--- config.mk ---
export PLATFORM = sky130hd
export DESIGN_NAME = main_mem_arb_flat
export DESIGN_NICKNAME = d
export VERILOG_FILES = /design/src/rtl/main_mem_arb_if.sv /design/src/rtl/main_mem_arb.sv /design/src/flat_wrapper.sv
export SDC_FILE = /design/constraint.sdc
export NUM_CORES = 1
export LEC_CHECK = 0
export BUFFER_PORTS_ARGS = -buffer_cell sky130_fd_sc_hd__buf_2
export CORE_UTILIZATION = 35
export DETAILED_ROUTE_END_ITERATION = 8
export PLACE_DENSITY = 0.54
export SLEW_MARGIN = 20
export SYNTH_ARGS = -nofsm -noshare
export SYNTH_HDL_FRONTEND = slang
export SYNTH_SLANG_ARGS = --single-unit
--- constraint.sdc ---
create_clock -name clk -period 5.02 [get_ports clk]
set_clock_uncertainty 0.15 [all_clocks]
set_input_delay 0 -clock clk [delete_from_list [all_inputs] [get_ports clk]]
set_output_delay 0 -clock clk [all_outputs]
set_load 0.02 [all_outputs]
--- src/rtl/main_mem_arb_if.sv ---
// Port bundle between the address generators, the main-memory arbiter and the SRAM macro.
// slave = arbiter side, master = requester/memory side.
interface main_mem_arb_if #(
  parameter int WID     = 6,
  parameter int AW      = 18,
  parameter int WBUF_AW = 3
);
  logic               wr_req;
  logic [AW-1:0]      wr_addr;
  logic [WID-1:0]     wr_data;
  logic               wr_full;
  logic [WBUF_AW:0]   wbuf_level;
  logic               ovf_err;
  logic               rd_req;
  logic [AW-1:0]      rd_addr;
  logic               rd_gnt;
  logic               rd_dv;
  logic [WID-1:0]     rd_data;
  logic [15:0]        rd_stall_cnt;
  logic               mem_en;
  logic               mem_wr;
  logic [AW-1:0]      mem_addr;
  logic [WID-1:0]     mem_din;
  logic [WID-1:0]     mem_dout;

  modport slave (
    input  wr_req, wr_addr, wr_data, rd_req, rd_addr, mem_dout,
    output wr_full, wbuf_level, ovf_err, rd_gnt, rd_dv, rd_data, rd_stall_cnt,
           mem_en, mem_wr, mem_addr, mem_din
  );

  modport master (
    output wr_req, wr_addr, wr_data, rd_req, rd_addr, mem_dout,
    input  wr_full, wbuf_level, ovf_err, rd_gnt, rd_dv, rd_data, rd_stall_cnt,
           mem_en, mem_wr, mem_addr, mem_din
  );
endinterface

--- src/rtl/main_mem_arb.sv ---
// Single-port main-memory arbiter: buffered write stream vs. LDPC reads, fixed 3-cycle read latency.
// Optional read-stall statistic counter enabled by MAIN_MEM_ARB_STAT_EN.
module main_mem_arb #(
  parameter int WID        = 6,
  parameter int AW         = 18,
  parameter int WBUF_AW    = 3,
  parameter int HI_WM      = 6,
  parameter int LO_WM      = 2,
  parameter int STARVE_MAX = 4
) (
  input  logic          clk,
  input  logic          rst_n,
  input  logic          clr,
  main_mem_arb_if.slave bus
);
  localparam int DEPTH  = 2**WBUF_AW;
  localparam int LW     = WBUF_AW + 1;
  localparam int SW     = $clog2(STARVE_MAX + 1);
  localparam int RD_LAT = 3;

  typedef enum logic {SERVE, DRAIN} state_e;

  state_e               state_q, state_d;
  logic [LW-1:0]        level_q, level_d;
  logic [WBUF_AW-1:0]   wptr_q, wptr_d, rptr_q, rptr_d;
  logic [SW-1:0]        starve_q, starve_d;
  logic                 ovf_q, ovf_d;
  logic                 mem_en_q, mem_en_d, mem_wr_q, mem_wr_d;
  logic [AW-1:0]        mem_addr_q, mem_addr_d;
  logic [WID-1:0]       mem_din_q, mem_din_d;
  logic [RD_LAT:1]      vld_pipe_q, vld_pipe_d;
  logic [WID-1:0]       rd_data_q, rd_data_d;

  logic [AW+WID-1:0]    buf_q [DEPTH];
  logic [AW-1:0]        head_addr;
  logic [WID-1:0]       head_data;
  logic                 empty, full, push, pop, gnt;

  assign {head_addr, head_data} = buf_q[rptr_q];
  assign empty = (level_q == '0);
  assign full  = (level_q == LW'(DEPTH));

  always_comb begin
    push       = bus.wr_req & ~full & ~clr;
    gnt        = 1'b0;
    pop        = 1'b0;
    state_d    = state_q;
    starve_d   = starve_q;
    mem_addr_d = mem_addr_q;
    mem_din_d  = mem_din_q;

    // Grant decision uses registered state only; clr suppresses both ops.
    if (!clr) begin
      if (state_q == DRAIN) begin
        pop = ~empty;
      end else begin
        gnt = bus.rd_req & (empty | (starve_q < SW'(STARVE_MAX)));
        pop = ~gnt & ~empty;
      end
    end

    level_d = level_q + LW'(push) - LW'(pop);
    wptr_d  = wptr_q + WBUF_AW'(push);
    rptr_d  = rptr_q + WBUF_AW'(pop);
    ovf_d   = ovf_q | (bus.wr_req & full);

    if (pop || empty)  starve_d = '0;
    else if (gnt)      starve_d = starve_q + SW'(1);

    if (state_q == SERVE && level_d >= LW'(HI_WM))      state_d = DRAIN;
    else if (state_q == DRAIN && level_d <= LW'(LO_WM)) state_d = SERVE;

    if (clr) begin
      level_d  = '0;
      wptr_d   = '0;
      rptr_d   = '0;
      ovf_d    = 1'b0;
      starve_d = '0;
      state_d  = SERVE;
    end

    mem_en_d = gnt | pop;
    mem_wr_d = pop;
    if (gnt) begin
      mem_addr_d = bus.rd_addr;
    end else if (pop) begin
      mem_addr_d = head_addr;
      mem_din_d  = head_data;
    end

    // In-flight reads are not affected by clr.
    vld_pipe_d = {vld_pipe_q[RD_LAT-1:1], gnt};
    rd_data_d  = vld_pipe_q[RD_LAT-1] ? bus.mem_dout : rd_data_q;
  end

  always_ff @(posedge clk or negedge rst_n) begin
    if (!rst_n) begin
      state_q    <= SERVE;
      level_q    <= '0;
      wptr_q     <= '0;
      rptr_q     <= '0;
      starve_q   <= '0;
      ovf_q      <= 1'b0;
      mem_en_q   <= 1'b0;
      mem_wr_q   <= 1'b0;
      mem_addr_q <= '0;
      mem_din_q  <= '0;
      vld_pipe_q <= '0;
      rd_data_q  <= '0;
    end else begin
      state_q    <= state_d;
      level_q    <= level_d;
      wptr_q     <= wptr_d;
      rptr_q     <= rptr_d;
      starve_q   <= starve_d;
      ovf_q      <= ovf_d;
      mem_en_q   <= mem_en_d;
      mem_wr_q   <= mem_wr_d;
      mem_addr_q <= mem_addr_d;
      mem_din_q  <= mem_din_d;
      vld_pipe_q <= vld_pipe_d;
      rd_data_q  <= rd_data_d;
    end
  end

  // Buffer storage needs no reset: occupancy is tracked by level/pointers.
  always_ff @(posedge clk) begin
    if (push) buf_q[wptr_q] <= {bus.wr_addr, bus.wr_data};
  end

`ifdef MAIN_MEM_ARB_STAT_EN
  logic [15:0] stall_q, stall_d;

  always_comb begin
    stall_d = stall_q;
    if (clr)                                          stall_d = '0;
    else if (bus.rd_req && !gnt && stall_q != 16'hFFFF) stall_d = stall_q + 16'd1;
  end

  always_ff @(posedge clk or negedge rst_n) begin
    if (!rst_n) stall_q <= '0;
    else        stall_q <= stall_d;
  end

  assign bus.rd_stall_cnt = stall_q;
`else
  assign bus.rd_stall_cnt = '0;
`endif

  assign bus.wr_full    = full;
  assign bus.wbuf_level = level_q;
  assign bus.ovf_err    = ovf_q;
  assign bus.rd_gnt     = gnt;
  assign bus.rd_dv      = vld_pipe_q[RD_LAT];
  assign bus.rd_data    = rd_data_q;
  assign bus.mem_en     = mem_en_q;
  assign bus.mem_wr     = mem_wr_q;
  assign bus.mem_addr   = mem_addr_q;
  assign bus.mem_din    = mem_din_q;
endmodule

--- src/flat_wrapper.sv ---
// flat-port wrapper written by rule: the top's interface ports become plain ports
module main_mem_arb_flat 
#(
  parameter int WID        = 6,
  parameter int AW         = 18,
  parameter int WBUF_AW    = 3,
  parameter int HI_WM      = 6,
  parameter int LO_WM      = 2,
  parameter int STARVE_MAX = 4
)
  (clk, rst_n, clr, bus_wr_req, bus_wr_addr, bus_wr_data, bus_rd_req, bus_rd_addr, bus_mem_dout, bus_wr_full, bus_wbuf_level, bus_ovf_err, bus_rd_gnt, bus_rd_dv, bus_rd_data, bus_rd_stall_cnt, bus_mem_en, bus_mem_wr, bus_mem_addr, bus_mem_din);
  main_mem_arb_if #(.WID(WID), .AW(AW), .WBUF_AW(WBUF_AW)) bus_i ();
  input  logic clk;
  input  logic rst_n;
  input  logic clr;
  input wire logic [$bits(bus_i.wr_req)-1:0] bus_wr_req;
  input wire logic [$bits(bus_i.wr_addr)-1:0] bus_wr_addr;
  input wire logic [$bits(bus_i.wr_data)-1:0] bus_wr_data;
  input wire logic [$bits(bus_i.rd_req)-1:0] bus_rd_req;
  input wire logic [$bits(bus_i.rd_addr)-1:0] bus_rd_addr;
  input wire logic [$bits(bus_i.mem_dout)-1:0] bus_mem_dout;
  output wire logic [$bits(bus_i.wr_full)-1:0] bus_wr_full;
  output wire logic [$bits(bus_i.wbuf_level)-1:0] bus_wbuf_level;
  output wire logic [$bits(bus_i.ovf_err)-1:0] bus_ovf_err;
  output wire logic [$bits(bus_i.rd_gnt)-1:0] bus_rd_gnt;
  output wire logic [$bits(bus_i.rd_dv)-1:0] bus_rd_dv;
  output wire logic [$bits(bus_i.rd_data)-1:0] bus_rd_data;
  output wire logic [$bits(bus_i.rd_stall_cnt)-1:0] bus_rd_stall_cnt;
  output wire logic [$bits(bus_i.mem_en)-1:0] bus_mem_en;
  output wire logic [$bits(bus_i.mem_wr)-1:0] bus_mem_wr;
  output wire logic [$bits(bus_i.mem_addr)-1:0] bus_mem_addr;
  output wire logic [$bits(bus_i.mem_din)-1:0] bus_mem_din;
  assign bus_i.wr_req = bus_wr_req;
  assign bus_i.wr_addr = bus_wr_addr;
  assign bus_i.wr_data = bus_wr_data;
  assign bus_i.rd_req = bus_rd_req;
  assign bus_i.rd_addr = bus_rd_addr;
  assign bus_i.mem_dout = bus_mem_dout;
  assign bus_wr_full = bus_i.wr_full;
  assign bus_wbuf_level = bus_i.wbuf_level;
  assign bus_ovf_err = bus_i.ovf_err;
  assign bus_rd_gnt = bus_i.rd_gnt;
  assign bus_rd_dv = bus_i.rd_dv;
  assign bus_rd_data = bus_i.rd_data;
  assign bus_rd_stall_cnt = bus_i.rd_stall_cnt;
  assign bus_mem_en = bus_i.mem_en;
  assign bus_mem_wr = bus_i.mem_wr;
  assign bus_mem_addr = bus_i.mem_addr;
  assign bus_mem_din = bus_i.mem_din;
  main_mem_arb #(.WID(WID), .AW(AW), .WBUF_AW(WBUF_AW), .HI_WM(HI_WM), .LO_WM(LO_WM), .STARVE_MAX(STARVE_MAX)) u_core (.clk(clk), .rst_n(rst_n), .clr(clr), .bus(bus_i));
endmodule
==> summary.md, run 1 <==
| Metric | Value |
|---|---|
| Status | finished, violations left |
| Failing checks | design-rule violations |
| Post-synthesis mux area share | 14.8% |
| Drt first pass iters | 7 |
| Final Hold Fails | 0 |
| Critical path launch point type | register |
| Clock latency on the worst-skew pair | 520 ps |
| Slowest stage cell, crit path | o21ai_2 |
| # DRC | 13 |
| Ys flop type | edfxtp_1 |
| Vias | 4826 |
| Final Critical Period | 3960 ps |
| Synth-to-Final Area Change | 22.3% |
| # port buffers | 92 |
| Post-synthesis xor/xnor area fraction | 0.279% |
| Rows | 59 |
| Worst hold path type | input port to asynchronous set/reset pin |
| Number of synthesis warnings | 0 |
| Drt total wl | 19.2 mm |
| Async set-reset flop share out of synthesis | 20.7% |
| Final Cycle Share | 78.9% |
| Final ANT Viol Nets | 0 |
| Fmax | 253 MHz |
| Final-stage net count | 702 |
| Initial antenna violation count | 0 |
| First-pass GRT wire length | 29.9 mm |
| Syn Inst Count | 474 |
| Crit-path max FO | 19 |
| Die H | 166 um |
| Synth area leader | edfxtp_1 |
| Worst EP arrival | 4210 ps |
| Post-synthesis adder-cell area fraction | 1.67% |
| Count leader, synth | edfxtp_1 |
| GR Util met1 | 18.7% |
| Seq/Total Area, Yosys | 74.4% |
| Cell variety after synth | 31 |
| GRT busiest layer | met2 |
| Starting Density | 36.0% |
| Worst slew pin tran | 1020 ps |
| Fillers | 2275 |
| Place WS | 973 ps |
| Final setup fails | 0 |
| Worst setup margin | 1060 ps |
| Die area | 27600 um2 |
| Cell area after synthesis | 9430 um2 |
| Synth top area share | 61.1% |
| Pwr per Cell Area | 469 nW/um2 |
| Worst-path clk slew | 60 ps |
| Peak supply drop | 0.000285 V |
| Clock Path Buffers | 3 |
| Proportion of layout cells with a drive suffix above 1 | 31.1% |
| Cells along the critical path | nand2b_1 > o21ai_2 > inv_1 > ha_1 > inv_1 > ha_1 > fa_1 > xnor2_1 > nor2_1 > a21o_1 > a221o_1 |
| Critical path's largest stage delay | 790 ps |
| Setup crit end kind | register |
| Leading post-synthesis cells by cell area | edfxtp_1, dfrtp_1, mux4_2 |
| Vias in the first global route | 5123 |
| Pleak | 0.00410 uW |
| Number of synthesized flops with an enable pin | 192 |
| Synthesized area per cell | 19.9 um2 |
| Drt initial violations | 267 |
| Met3 GRT Util | 2.43% |
| Aggregate global-route resource usage | 14.2% |
| Setup TNS | 0 ps |
| RePlAce Congestion | 0.713 |
| Unrepaired setup endpoints after global routing | no |
| Clock Tree Root | clkbuf_16 |
| Grt ovf | 0 |
| # diodes | 0 |
| Synth Area in Compound Gates | 3.46% |
| Largest net degree at the start of global routing | 51 |
| Half-perimeter wire length after placement | 11.3 mm |
| Simple-Gate Fraction of Synth Area | 2.28% |
| CTS HTree Levels | 1 |
| CTS Buf Count | 26 |
| DIE WIDTH | 166 um |
| Final Max Tran Viols | 0 |
| DR WL/cell | 19.4 um |
| Most frequent cells after synthesis | edfxtp_1, dfrtp_1, mux4_2, mux2i_1, buf_4 |
| Post-synthesis register bit count | 242 |
| Largest family of logic cells by synthesized area | multiplexers |
| Slew headroom | 31.8% |
| Io pins | 109 |
| DR vias/cell | 4.87 |
| Setup CP Type | register to register |
| CTS sink cnt | 242 |
| GRT met2 Usage | 24.4% |
| CORE AREA | 26200 um2 |
| CP Data Required Time | 5270 ps |
| CTS tree | built |
| Max-cap violation count | 0 |
| # Post-CTS Setup Buffers | 0 |
-- layer usage --
layer | vias to the layer above | routed length, um
li1 | 2179 | -
met5 | - | 0
met2 | 120 | 9530
met1 | 2501 | 8530
met4 | 0 | 267
met3 | 26 | 857
-- cell families (layout without fill, tap and decap cells) --
family | Yosys count | in the layout
AND/OR/NAND/NOR | 42 | 42
flip-flops | 242 | 242
multiplexers | 79 | 79
XOR/XNOR | 3 | 3
AO/OA/AOI/OAI | 50 | 50
other | 1 | 16
adder cells (fa/ha/maj) | 12 | 12
buffers and inverters | 45 | 212
-- where the power goes --
part           leakage (uW)  internal [uW]  switching (uW)  total [uW]
logic               0.00138            527             631        1160
clock network      0.000368           1010             719        1730
registers           0.00235           2360             169        2530
-- per-stage QoR --
stage / instance area (um2) / hold WS, ps / instances / util (%) / power [uW]
5_1_grt: 11500 / 83.3 / 991 / 44.0 / 5670
4_1_cts: 11500 / 32.3 / 991 / 44.0 / 5480
2_1_floorplan: 9490 / -446 / 489 / - / 3350
3_5_place_dp: 10200 / 47.9 / 891 / 39.0 / 3710
6_report: 11500 / 4.76 / 991 / 44.0 / 5410
3_3_place_gp: 10200 / 29.4 / 891 / 39.0 / 3690
-- state kept, by name, indices dropped and copies added, names as in the netlist, 3 cells and up --
name                   flops
u_core.bus.mem_addr       18
u_core.wptr_q              3
u_core.bus.mem_din         6
u_core.rptr_q              3
u_core.bus.wbuf_level      4
u_core.buf_q             192
u_core.starve_q            3
u_core.vld_pipe_q          3
u_core.bus.rd_data         6
-- critical path, delay by kind of cell (launching register included) --
family | cells | cell delay, ps
AOI/OAI and AO/OA | 3 | 1270
xor gates and xnor gates | 1 | 140
adders and majority gates | 3 | 1010
buffers and inverters | 2 | 530
DFF | 1 | 410
and+or+nand+nor | 2 | 320
-- cell type report --
| type | instances | area (um2) | share of cell area (%) |
|---|---|---|---|
| timing repair buffer | 157 | 1080 | 9.37 |
| clock inverter | 5 | 28.8 | 0.249 |
| sequential | 242 | 7020 | 60.9 |
| inverter | 8 | 30.0 | 0.260 |
| clock buffer | 42 | 742 | 6.43 |
| tap | 335 | 419 | 3.63 |
| multi-input combinational | 202 | 2210 | 19.2 |
-- cell usage in the layout (no fill, tap or decap), types with 2 or more instances in the layout --
cell	instances
a22oi_1	18
inv_1	8
nor2b_1	7
nand2b_1	4
ha_1	11
nor2_2	6
dfrtp_1	47
buf_4	12
mux2i_1	24
edfxtp_1	192
o21ai_0	17
nor3b_1	4
clkbuf_1	14
mux2_2	7
buf_2	92
clkbuf_16	27
a21o_1	3
mux4_2	48
conb_1	16
nand2_1	3
dlygate4sd3_1	53
xnor2_1	3
nor3_2	2
a21oi_1	8
and3_1	2
dfrtp_2	2
nor2_1	13
clkinv_1	2
-- timing repair --
item	CTS	global route
hold endpoints to repair	280	0
gates resized for setup	0	0
hold buffers	53	0
-- path summary, 6_finish.rpt --
path                                      start               endpoint  cells after the start  slack (ps)
max                              u_core.state_q         u_core.state_q                     11        1060
max in group asynchronous                 rst_n       u_core.rptr_q[1]                      3        4170
min                                       rst_n  u_core.bus.mem_din[1]                      3           5
min in group clk                bus_mem_dout[1]  u_core.bus.rd_data[1]                      3         110
min reg2reg                u_core.vld_pipe_q[1]   u_core.vld_pipe_q[2]                      0         200
max reg2reg                      u_core.state_q         u_core.state_q                     11        1060
No activity file was read; power rests on OpenSTA's default activity.
==> run 2: changes to the inputs <==
--- a/config.mk
+++ b/config.mk
@@ -8,7 +8,7 @@
 export BUFFER_PORTS_ARGS = -buffer_cell sky130_fd_sc_hd__buf_2
 export CORE_UTILIZATION = 35
 export DETAILED_ROUTE_END_ITERATION = 8
-export PLACE_DENSITY = 0.54
+export PLACE_DENSITY = 0.56
 export SLEW_MARGIN = 20
 export SYNTH_ARGS = -nofsm -noshare
 export SYNTH_HDL_FRONTEND = slang
==> constraint.sdc (replaced) <==
create_clock -name clk -period 3.4 [get_ports clk]
set_clock_uncertainty 0.15 [all_clocks]
set_input_delay 0 -clock clk [delete_from_list [all_inputs] [get_ports clk]]
set_output_delay 0 -clock clk [all_outputs]
set_load 0.02 [all_outputs]
==> run 2 against run 1 <==
  * The run still ends with design-rule violations left
  * Critical path depth grew 3
  * Wire length grew 4.1%
  * Via count grew 1.8%
  * Register-to-register slack lost 690 ps
  * Final area grew 3.0%
  * Worst setup slack lost 690 ps
  * Clock-buffer cell count shrank 6
  * Sequential share of layout area shrank 1.8 points
  * Critical path type unchanged
  * Critical endpoint unchanged
==> summary.md, run 2 (same netlist as run 1, synthesis figures left out) <==
| Metric | Value |
|---|---|
| Status | finished, violations left |
| Failing checks | design-rule violations |
| HP Start | bus_mem_dout[5] |
| Peak supply drop | 0.000383 V |
| Setup crit end kind | register |
| Drt total wl | 20.0 mm |
| Fillers | 2218 |
| Comb power frac | 21.6% |
| Rows | 59 |
| DR WL/cell | 19.8 um |
| Final Cycle Share | 89.1% |
| Die area | 27600 um2 |
| Vias in the first global route | 5240 |
| Critical path launch point type | register |
| Worst-path clk slew | 60 ps |
| Starting Density | 36.0% |
| Synth-to-Final Area Change | 26.0% |
| Final setup fails | 0 |
| CTS tree | built |
| Worst slew pin tran | 953 ps |
| DIE WIDTH | 166 um |
| Half-perimeter wire length after placement | 12.0 mm |
| Most frequent cells in the layout | edfxtp_1, buf_2, dlygate4sd3_1 |
| CORE AREA | 26200 um2 |
| Top reg by flops | u_core.buf_q |
| RePlAce Congestion | 0.742 |
| # port buffers | 92 |
| RR Endpoint | u_core.state_q |
| Pwr per Cell Area | 717 nW/um2 |
| Switch share | 27.4% |
| Final-stage net count | 718 |
| Delay-heaviest family, CP | adder cells |
| Largest net degree at the start of global routing | 28 |
| Max-cap violation count | 0 |
| Setup CP Type | register to register |
| Worst hold path type | input port to register |
| Slew headroom | 36.5% |
| Aggregate global-route resource usage | 14.9% |
| FF-to-FF path depth | 14 |
| Clock Tree Root | clkbuf_16 |
| Cell area after layout | 11900 um2 |
| Resized cells post-CTS | 0 |
| Slowest stage cell, crit path | fa_1 |
| CTS HTree Levels | 1 |
| Area after DPL | 10400 um2 |
| Cell-internal power | 6190 uW |
| Clock latency on the worst-skew pair | 540 ps |
| Worst EP arrival | 3300 ps |
| First-pass GRT wire length | 31.1 mm |
| CTS sink cnt | 242 |
| # diodes | 0 |
| Largest register FFs | 192 |
| R2R Setup Slk | 370 ps |
| DR vias/cell | 4.87 |
| CTS Buf Count | 27 |
| Worst hold stages | 3 |
| Initial antenna violation count | 0 |
| Worst setup margin | 372 ps |
| Share of power burned in registers | 42.9% |
| Commonest non-fill, non-tap cell in the layout | edfxtp_1 |
| Crit-path max FO | 3 |
| Unrepaired setup endpoints after global routing | no |
| Crit path buffers/inverters | 3 |
| # DRC | 20 |
| Final Max Tran Viols | 0 |
| Io pins | 109 |
| Grt ovf | 0 |
| Final Critical Period | 3030 ps |
| Sw Pwr | 2330 uW |
| Vias | 4913 |
| Clock Path Buffers | 3 |
| Critical path's largest stage delay | 390 ps |
| Min Hold Slack | 85.6 ps |
| Die H | 166 um |
| Proportion of layout cells with a drive suffix above 1 | 33.7% |
| Power share of the clock group | 35.5% |
| Final ANT Viol Nets | 0 |
| Fmax | 330 MHz |
| CP Data Required Time | 3670 ps |
| Place WS | 368 ps |
| Pleak | 0.00427 uW |
| Drt first pass iters | 7 |
| Final Hold Fails | 0 |
| RR Startpoint | u_core.bus.wbuf_level[2] |
| Setup TNS | 0 ps |
| Cells along the critical path | inv_1 > ha_1 > nor3b_1 > nor2_1 > o21ai_2 > inv_1 > ha_1 > inv_1 > ha_1 > fa_1 > xnor2_1 > nor2_1 > a21o_1 > a221o_1 |
| Drt initial violations | 377 |
| Hold Path Sink | u_core.bus.rd_data[5] |
[run 2: changes by cell type in the layout (fill, tap and decap cells not counted), moves of 2 or more]
cell	before	now
buf_4	12	21
clkbuf_1	14	7
buf_12	0	5
bufinv_16	0	5
nor3_2	2	0
nor3_4	0	2
[run 2: stage by stage]
stage | total power [uW] | std cells | util (%)
floorplan | 4940 | 489 | -
global placement | 5480 | 904 | 39.7
detailed placement | 5530 | 904 | 39.7
CTS | 8620 | 1008 | 45.3
global route | 8900 | 1008 | 45.3
finish | 8520 | 1008 | 45.3
[run 2: metal layers]
| metal | global-route usage (%) | part of all wire (%) | vias up |
|---|---|---|---|
| met3 | 2.41 | 4.5 | 28 |
| li1 | - | - | 2218 |
| met4 | 3.90 | 1.7 | 0 |
| met5 | 0 | 0 | - |
| met2 | 25.2 | 49 | 122 |
| met1 | 20.1 | 45 | 2545 |
[run 2: worst register-to-register path, cell delays in order (launching register included)]
cell and delay [ps]:
dfrtp_1 380, inv_1 110, ha_1 170, nor3b_1 260
nor2_1 100, o21ai_2 80, inv_1 80, ha_1 270
inv_1 40, ha_1 200, fa_1 390, xnor2_1 150
nor2_1 80, a21o_1 170, a221o_1 290
[run 2: power by group through the flow]
stage | Clock [uW] | Sequential [uW] | Combinational, uW
after CTS | 3090 | 3660 | 1870
after floorplan | 0 | 3920 | 1020
after detailed placement | 0 | 3720 | 1810
after global routing | 3210 | 3690 | 2000
final | 3030 | 3650 | 1840
after global placement | 0 | 3700 | 1780
[run 2: worst max-delay path by stage]
stage,startpoint,cells after the start,end
floorplan,u_core.bus.wbuf_level[2],15,u_core.state_q
global placement,u_core.bus.wbuf_level[2],14,u_core.state_q
detailed placement,u_core.bus.wbuf_level[2],14,u_core.state_q
CTS,u_core.bus.wbuf_level[2],14,u_core.state_q
global route,u_core.bus.wbuf_level[2],14,u_core.state_q
finish,u_core.bus.wbuf_level[2],14,u_core.state_q
[run 2: timing repair]
| item | CTS | global route |
|---|---|---|
| buffers inserted | 0 | 0 |
| endpoints found under the hold margin | 258 | 0 |
| hold buffers | 55 | 0 |
[run 2: layout make-up]
cell class | count | area, um2 | share of cell area [%]
repair buffers | 172 | 1260 | 10.6
well taps | 335 | 419 | 3.53
flip-flops and latches | 242 | 7020 | 59.1
clock buffers | 36 | 729 | 6.14
inverters | 8 | 30.0 | 0.253
multi-input cells | 202 | 2220 | 18.7
clock inverters | 13 | 201 | 1.70
